==> src/rtl/rv32_pkg.sv <==
// Shared RV32 decode types: the immediate-format select consumed by ImmGen.
package rv32_pkg;
  typedef enum logic [2:0] {
    Imm_None = 3'd0,
    Imm_I    = 3'd1,
    Imm_S    = 3'd2,
    Imm_B    = 3'd3,
    Imm_U    = 3'd4,
    Imm_J    = 3'd5
  } ImmSel_t;
endpackage

==> src/rtl/id_imm_stage_if.sv <==
// Fetch->decode->execute bus for id_imm_stage, including the ImmGen side channel.
interface id_imm_stage_if #(parameter int XLEN = 32);
  import rv32_pkg::*;
  logic            if_valid;
  logic            if_ready;
  logic [XLEN-1:0] if_inst;
  logic [XLEN-1:0] if_pc;
  logic            flush;
  ImmSel_t         gen_imm_sel;
  logic [24:0]     gen_inst_imm;
  logic [XLEN-1:0] gen_imm;
  logic            id_valid;
  logic            id_ready;
  logic [XLEN-1:0] id_inst;
  logic [XLEN-1:0] id_pc;
  logic [XLEN-1:0] id_imm;
  ImmSel_t         id_imm_sel;
  logic            id_illegal;

  modport slave (
    input  if_valid, if_inst, if_pc, flush, gen_imm, id_ready,
    output if_ready, gen_imm_sel, gen_inst_imm,
           id_valid, id_inst, id_pc, id_imm, id_imm_sel, id_illegal
  );

  modport master (
    output if_valid, if_inst, if_pc, flush, gen_imm, id_ready,
    input  if_ready, gen_imm_sel, gen_inst_imm,
           id_valid, id_inst, id_pc, id_imm, id_imm_sel, id_illegal
  );
endinterface

==> src/rtl/id_imm_stage.sv <==
// Decode front end: opcode -> ImmGen select, then a main+skid register pair
// toward execute so back-pressure never costs a bubble.
module id_imm_stage #(
  parameter int XLEN = 32
) (
  input logic            clk,
  input logic            rst,
  id_imm_stage_if.slave  bus
);
  import rv32_pkg::*;

  typedef struct packed {
    logic [XLEN-1:0] inst;
    logic [XLEN-1:0] pc;
    logic [XLEN-1:0] imm;
    ImmSel_t         sel;
    logic            illegal;
  } entry_t;

  typedef enum logic [1:0] {EMPTY = 2'd0, ONE = 2'd1, TWO = 2'd2} state_t;

  state_t  state;
  logic    ready_q;
  entry_t  main_q, skid_q, beat;
  ImmSel_t sel;
  logic    illegal;
  logic    acc, out;

  always_comb begin
    sel     = Imm_None;
    illegal = 1'b0;
    case (bus.if_inst[6:0])
      7'b0000011, 7'b0001111, 7'b0010011,
      7'b1100111, 7'b1110011:             sel = Imm_I;
      7'b0100011:                         sel = Imm_S;
      7'b1100011:                         sel = Imm_B;
      7'b0110111, 7'b0010111:             sel = Imm_U;
      7'b1101111:                         sel = Imm_J;
      7'b0110011, 7'b1110111:             sel = Imm_None;
      default:                            illegal = 1'b1;
    endcase
  end

  assign bus.gen_imm_sel  = sel;
  assign bus.gen_inst_imm = bus.if_inst[31:7];

  // Formats without an immediate carry zero regardless of what ImmGen returns.
  always_comb begin
    beat.inst    = bus.if_inst;
    beat.pc      = bus.if_pc;
    beat.imm     = (sel == Imm_None) ? '0 : bus.gen_imm;
    beat.sel     = sel;
    beat.illegal = illegal;
  end

  assign acc = bus.if_valid & ready_q;
  assign out = (state != EMPTY) & bus.id_ready;

  always_ff @(posedge clk) begin
    if (rst) begin
      state   <= EMPTY;
      ready_q <= 1'b1;
      main_q  <= '0;
      skid_q  <= '0;
    end else if (bus.flush) begin
      // Data regs keep stale contents; only the occupancy is dropped.
      state   <= EMPTY;
      ready_q <= 1'b1;
    end else begin
      case (state)
        EMPTY: if (acc) begin
          main_q <= beat;
          state  <= ONE;
        end
        ONE: begin
          if (acc && out) begin
            main_q <= beat;
          end else if (out) begin
            state <= EMPTY;
          end else if (acc) begin
            skid_q  <= beat;
            state   <= TWO;
            ready_q <= 1'b0;
          end
        end
        TWO: if (out) begin
          main_q  <= skid_q;
          state   <= ONE;
          ready_q <= 1'b1;
        end
        default: begin
          state   <= EMPTY;
          ready_q <= 1'b1;
        end
      endcase
    end
  end

  assign bus.if_ready   = ready_q;
  assign bus.id_valid   = (state != EMPTY);
  assign bus.id_inst    = main_q.inst;
  assign bus.id_pc      = main_q.pc;
  assign bus.id_imm     = main_q.imm;
  assign bus.id_imm_sel = main_q.sel;
  assign bus.id_illegal = main_q.illegal;
endmodule

==> src/flat_wrapper.sv <==
// flat-port wrapper written by rule: the top's interface ports become plain ports
module id_imm_stage_flat import rv32_pkg::*;
#(
  parameter int XLEN = 32
)
  (clk, rst, bus_if_valid, bus_if_inst, bus_if_pc, bus_flush, bus_gen_imm, bus_id_ready, bus_if_ready, bus_gen_imm_sel, bus_gen_inst_imm, bus_id_valid, bus_id_inst, bus_id_pc, bus_id_imm, bus_id_imm_sel, bus_id_illegal);
  id_imm_stage_if #(.XLEN(XLEN)) bus_i ();
  input logic clk;
  input logic rst;
  input wire logic [$bits(bus_i.if_valid)-1:0] bus_if_valid;
  input wire logic [$bits(bus_i.if_inst)-1:0] bus_if_inst;
  input wire logic [$bits(bus_i.if_pc)-1:0] bus_if_pc;
  input wire logic [$bits(bus_i.flush)-1:0] bus_flush;
  input wire logic [$bits(bus_i.gen_imm)-1:0] bus_gen_imm;
  input wire logic [$bits(bus_i.id_ready)-1:0] bus_id_ready;
  output wire logic [$bits(bus_i.if_ready)-1:0] bus_if_ready;
  output wire logic [$bits(bus_i.gen_imm_sel)-1:0] bus_gen_imm_sel;
  output wire logic [$bits(bus_i.gen_inst_imm)-1:0] bus_gen_inst_imm;
  output wire logic [$bits(bus_i.id_valid)-1:0] bus_id_valid;
  output wire logic [$bits(bus_i.id_inst)-1:0] bus_id_inst;
  output wire logic [$bits(bus_i.id_pc)-1:0] bus_id_pc;
  output wire logic [$bits(bus_i.id_imm)-1:0] bus_id_imm;
  output wire logic [$bits(bus_i.id_imm_sel)-1:0] bus_id_imm_sel;
  output wire logic [$bits(bus_i.id_illegal)-1:0] bus_id_illegal;
  assign bus_i.if_valid = bus_if_valid;
  assign bus_i.if_inst = bus_if_inst;
  assign bus_i.if_pc = bus_if_pc;
  assign bus_i.flush = bus_flush;
  assign bus_i.gen_imm = bus_gen_imm;
  assign bus_i.id_ready = bus_id_ready;
  assign bus_if_ready = bus_i.if_ready;
  assign bus_gen_imm_sel = bus_i.gen_imm_sel;
  assign bus_gen_inst_imm = bus_i.gen_inst_imm;
  assign bus_id_valid = bus_i.id_valid;
  assign bus_id_inst = bus_i.id_inst;
  assign bus_id_pc = bus_i.id_pc;
  assign bus_id_imm = bus_i.id_imm;
  assign bus_id_imm_sel = bus_i.id_imm_sel;
  assign bus_id_illegal = bus_i.id_illegal;
  id_imm_stage #(.XLEN(XLEN)) u_core (.clk(clk), .rst(rst), .bus(bus_i));
endmodule
==> config.mk <==
export PLATFORM = sky130hd
export DESIGN_NAME = id_imm_stage_flat
export DESIGN_NICKNAME = d
export VERILOG_FILES = /design/src/rtl/rv32_pkg.sv /design/src/rtl/id_imm_stage_if.sv /design/src/rtl/id_imm_stage.sv /design/src/flat_wrapper.sv
export SDC_FILE = /design/constraint.sdc
export NUM_CORES = 1
export LEC_CHECK = 0
export CORE_AREA = 2 2 174 176
export CTS_CLUSTER_SIZE = 30
export DETAILED_ROUTE_END_ITERATION = 7
export DIE_AREA = 0 0 176 178
export PLACE_DENSITY = 0.64
export SKIP_LAST_GASP = 1
export SLEW_MARGIN = 30
export SYNTH_ARGS = -nofsm -noshare
export SYNTH_HDL_FRONTEND = slang
export SYNTH_SLANG_ARGS = --single-unit
==> constraint.sdc <==
create_clock -name clk -period 6.09 [get_ports clk]
set_input_delay 1.218 -clock clk [delete_from_list [all_inputs] [get_ports clk]]
set_output_delay 1.218 -clock clk [all_outputs]
set_load 0.01 [all_outputs]
==> results.sh <==
export IMPL_cap_viol_max_count=0
export IMPL_finalCritPeriodShare=0.7391
export IMPL_cts_setup_buffers=0
export IMPL_grt_setup_unrepaired="false"
export IMPL_crit_slowest_cell="clkdlybuf4s50_1"
export IMPL_status="finished, final reports clean"
export IMPL_drive_gt1_frac=0.05488
export IMPL_post_drt_wl_per_cell_um=15.80
export IMPL_timing_rr_start="u_core.state[1]"
export IMPL_syn_instance_count=1090
export IMPL_worstHoldPathType="reg -> reg"
export IMPL_p_leak_uw=0.003859
export IMPL_die_area_um2=31330
export IMPL_initial_utilization=0.2962
export IMPL_cts_tree="yes"
export IMPL_r2r_cells=4
export IMPL_hold_viol=0
export IMPL_gp_congestion=0.7773
export IMPL_grt_pass1_vias=7649
export IMPL_final_nets=1322
export IMPL_path_class="in -> out"
export IMPL_tightest_slew_ns=0.8082
export IMPL_cp_max_fo=11
export IMPL_end_kind="output pin"
export IMPL_grt_usage=0.1585
export IMPL_cts_max_path_buffers=3
export IMPL_rows=63
export IMPL_grt_max_degree=159
export IMPL_cts_reportedPaths_clkPinSlew_ns=0.05
export IMPL_die_w_um=176
export IMPL_min_from="u_core.skid_q[51]"
export IMPL_path_buf_inv=2
export IMPL_clockRootBuffer="clkbuf_16"
export IMPL_ctsHoldBuffers=0
export IMPL_synth_seq_cells=203
export IMPL_r2r_slack_ns=3.62
export IMPL_finClkSkew_ns=0.008272
export IMPL_synth_distinct_cells=43
export IMPL_drtIter0Drc=633
export IMPL_htree_levels=1
export IMPL_cp_arrival_ns=3.28
export IMPL_ant_nets=0
export IMPL_vias=8250
export IMPL_vdd_drop_max_uv=172.5
export IMPL_antennaDiodeCount=0
export IMPL_core_um2=29400
export IMPL_drt_wl_total_mm=25.74
export IMPL_power_uw=3305
export IMPL_avgSynthCellArea_um2=7.989
export IMPL_grt_pass1_wl_mm=41.01
export IMPL_numCtsBuffers=25
export IMPL_drv_slew=0
export IMPL_antenna_found_initial=0
export IMPL_hpwl_mm=15.34
export IMPL_fmax_mhz=222.2
export IMPL_tns_ns=0
export IMPL_cts_resized_gates=0
export IMPL_setup_viol=0
export IMPL_syn_num_nets=1191
export IMPL_worst_setup_path_start_kind="primary input"
export IMPL_hold_end="u_core.skid_q[51]"
export IMPL_ioPinCount=231
export IMPL_overflow=0
export IMPL_cts_sinks=203
export IMPL_synth_area_um2=8708
export IMPL_die_h_um=178
export IMPL_ys_seq_area_frac=0.4667
export IMPL_drc=0
export IMPL_ys_warn_count=0
export IMPL_relSlewSlack=0.4612
export IMPL_insertion_delay_ns=0.51
export IMPL_crit_family="buffers and inverters"
export IMPL_period_needed_ns=4.501
export IMPL_worstPathCellList="clkdlybuf4s50_1 -> or3b_2 -> a21oi_1 -> nor2_1 -> nor2_1 -> clkdlybuf4s50_1"
export IMPL_io_buffers=230
export IMPL_rr_endpoint="u_core.bus.id_inst[2]"
export IMPL_cellPowerDensity_nw_per_um2=279.7
export IMPL_critPathMaxStageDelay_ns=0.66
export IMPL_holdPathStages=2
export IMPL_viasPerCell=5.064
export IMPL_critPathRequiredTime_ns=4.87
export IMPL_first_pass_iters=5
export IMPL_area_growth_pct=35.70
==> final cells by class <==
cell class | instances | area [um^2]
clock inverters | 9 | 123.9
inverters | 4 | 15.01
repair buffers | 243 | 2434
clock buffers | 36 | 726.9
well taps | 390 | 488.0
multi-input cells | 744 | 3966
flip-flops and latches | 203 | 4064
fillers | 2939 | 17580
==> Yosys cell counts <==
| library cell | number | share of area |
|---|---|---|
| xnor2_1 | 1 | 0.0010 |
| a311oi_4 | 1 | 0.0030 |
| clkbuf_2 | 3 | 0.0017 |
| dlygate4sd1_1 | 2 | 0.0020 |
| or3b_2 | 2 | 0.0020 |
| or4bb_1 | 1 | 0.0013 |
| buf_2 | 21 | 0.012 |
| nand3_1 | 2 | 0.0011 |
| or4_1 | 1 | 0.00086 |
| nor2b_1 | 2 | 0.0014 |
| or3_1 | 1 | 0.00072 |
| or2_1 | 1 | 0.00072 |
| o21ai_0 | 2 | 0.0011 |
| nand4b_1 | 3 | 0.0030 |
| buf_6 | 4 | 0.0052 |
| a2111oi_0 | 1 | 0.0010 |
| or3b_4 | 1 | 0.0013 |
| clkbuf_4 | 4 | 0.0034 |
| nand3b_1 | 1 | 0.00086 |
| o311ai_1 | 28 | 0.028 |
| nand2_1 | 333 | 0.14 |
| o32ai_1 | 1 | 0.0010 |
| a311oi_1 | 99 | 0.10 |
| a2bb2oi_1 | 1 | 0.0010 |
| o21ba_2 | 1 | 0.0011 |
| dfxtp_1 | 203 | 0.47 |
| nor3_2 | 1 | 0.0011 |
| nor3_1 | 4 | 0.0023 |
| o211ai_1 | 1 | 0.00086 |
| o311ai_0 | 36 | 0.036 |
| nor4bb_1 | 1 | 0.0011 |
| buf_4 | 29 | 0.025 |
| inv_1 | 4 | 0.0017 |
| a221o_1 | 1 | 0.0011 |
| clkbuf_1 | 73 | 0.031 |
| nor2_1 | 104 | 0.045 |
| or2_2 | 2 | 0.0014 |
| buf_1 | 3 | 0.0013 |
| nor4_2 | 1 | 0.0014 |
| a21oi_1 | 103 | 0.059 |
| o41ai_1 | 2 | 0.0020 |
| a211oi_1 | 1 | 0.00086 |
| nand2b_1 | 4 | 0.0029 |
==> per-stage QoR <==
step	instances	utilization	worst slack, ns	hold WS, ns	instance area (um^2)
after floorplan	1090	-	2.620	0.4322	8708
after global placement	1583	0.3721	1.542	0.4386	10940
after detailed placement	1584	0.3730	1.519	0.4436	10970
after CTS	1629	0.4019	1.519	0.4516	11820
after global routing	1629	0.4019	1.458	0.4682	11820
final	1629	0.4019	1.589	0.4516	11820
==> cell families after synthesis <==
| family | synth area share |
|---|---|
| buffers and inverters | 0.08391 |
| xor gates and xnor gates | 0.001006 |
| AOI/OAI and AO/OA | 0.2364 |
| DFF | 0.4667 |
| and+or+nand+nor | 0.2121 |
==> placed cells by master, fill, tap and decap left out, types with 2 or more instances in the layout <==
| master | synthesis | layout |
|---|---|---|
| nand2_1 | 333 | 333 |
| clkdlybuf4s50_1 | 0 | 229 |
| dfxtp_1 | 203 | 203 |
| nor2_1 | 104 | 104 |
| a21oi_1 | 103 | 102 |
| a311oi_1 | 99 | 99 |
| o311ai_0 | 36 | 36 |
| o311ai_1 | 28 | 28 |
| clkbuf_16 | 0 | 25 |
| buf_4 | 29 | 11 |
| clkbuf_8 | 0 | 6 |
| clkinv_2 | 0 | 5 |
| clkbuf_1 | 73 | 5 |
| inv_1 | 4 | 4 |
| nor3_1 | 4 | 4 |
| nand4b_1 | 3 | 3 |
| nand2b_1 | 4 | 3 |
| bufinv_16 | 0 | 3 |
| or3b_2 | 2 | 2 |
| nand3_1 | 2 | 2 |
| or2_2 | 2 | 2 |
| o21ai_0 | 2 | 2 |
==> where the power goes <==
| part | leakage (uW) | total [uW] | switching (uW) | internal (uW) |
|---|---|---|---|---|
| Clock | 0.000423 | 1520 | 568 | 952 |
| Combinational | 0.00178 | 378 | 179 | 199 |
| Sequential | 0.00165 | 1410 | 29.3 | 1380 |
| Total | 0.00386 | 3300 | 776 | 2530 |
==> worst max-delay path by stage <==
stage                              start                 end  slack (ns)  cells past startpoint
after floorplan           bus_if_inst[6]  bus_gen_imm_sel[0]        2.62                      6
after global placement    bus_if_inst[2]  bus_gen_imm_sel[1]        1.54                      4
after detailed placement  bus_if_inst[2]  bus_gen_imm_sel[1]        1.52                      4
after CTS                 bus_if_inst[2]  bus_gen_imm_sel[1]        1.52                      4
after global routing      bus_if_inst[3]  bus_gen_imm_sel[0]        1.46                      6
final                     bus_if_inst[3]  bus_gen_imm_sel[0]        1.59                      6
==> tightest hold or removal path: stages, from the launching register on <==
cell,delay [ns]
dfxtp_1,0.30
nand2_1,0.05
a21oi_1,0.05
==> metal layers <==
metal  GRT usage  routed length [um]  vias up
met5           0                   0        -
met1      0.2106               11490     3856
met2      0.2562               11640      270
met4     0.04132                 617        0
met3     0.04135                1989       35
li1            -                   -     4089
==> registers in the layout, summed over array words and instances (netlist names) <==
register and count:
u_core.bus.id_illegal 1, u_core.bus.id_imm 32, u_core.bus.id_imm_sel 3, u_core.bus.id_inst 32, u_core.bus.id_pc 32, u_core.bus.if_ready 1, u_core.skid_q 100, u_core.state 2
Note: power is estimated with default switching activity, not from simulation.
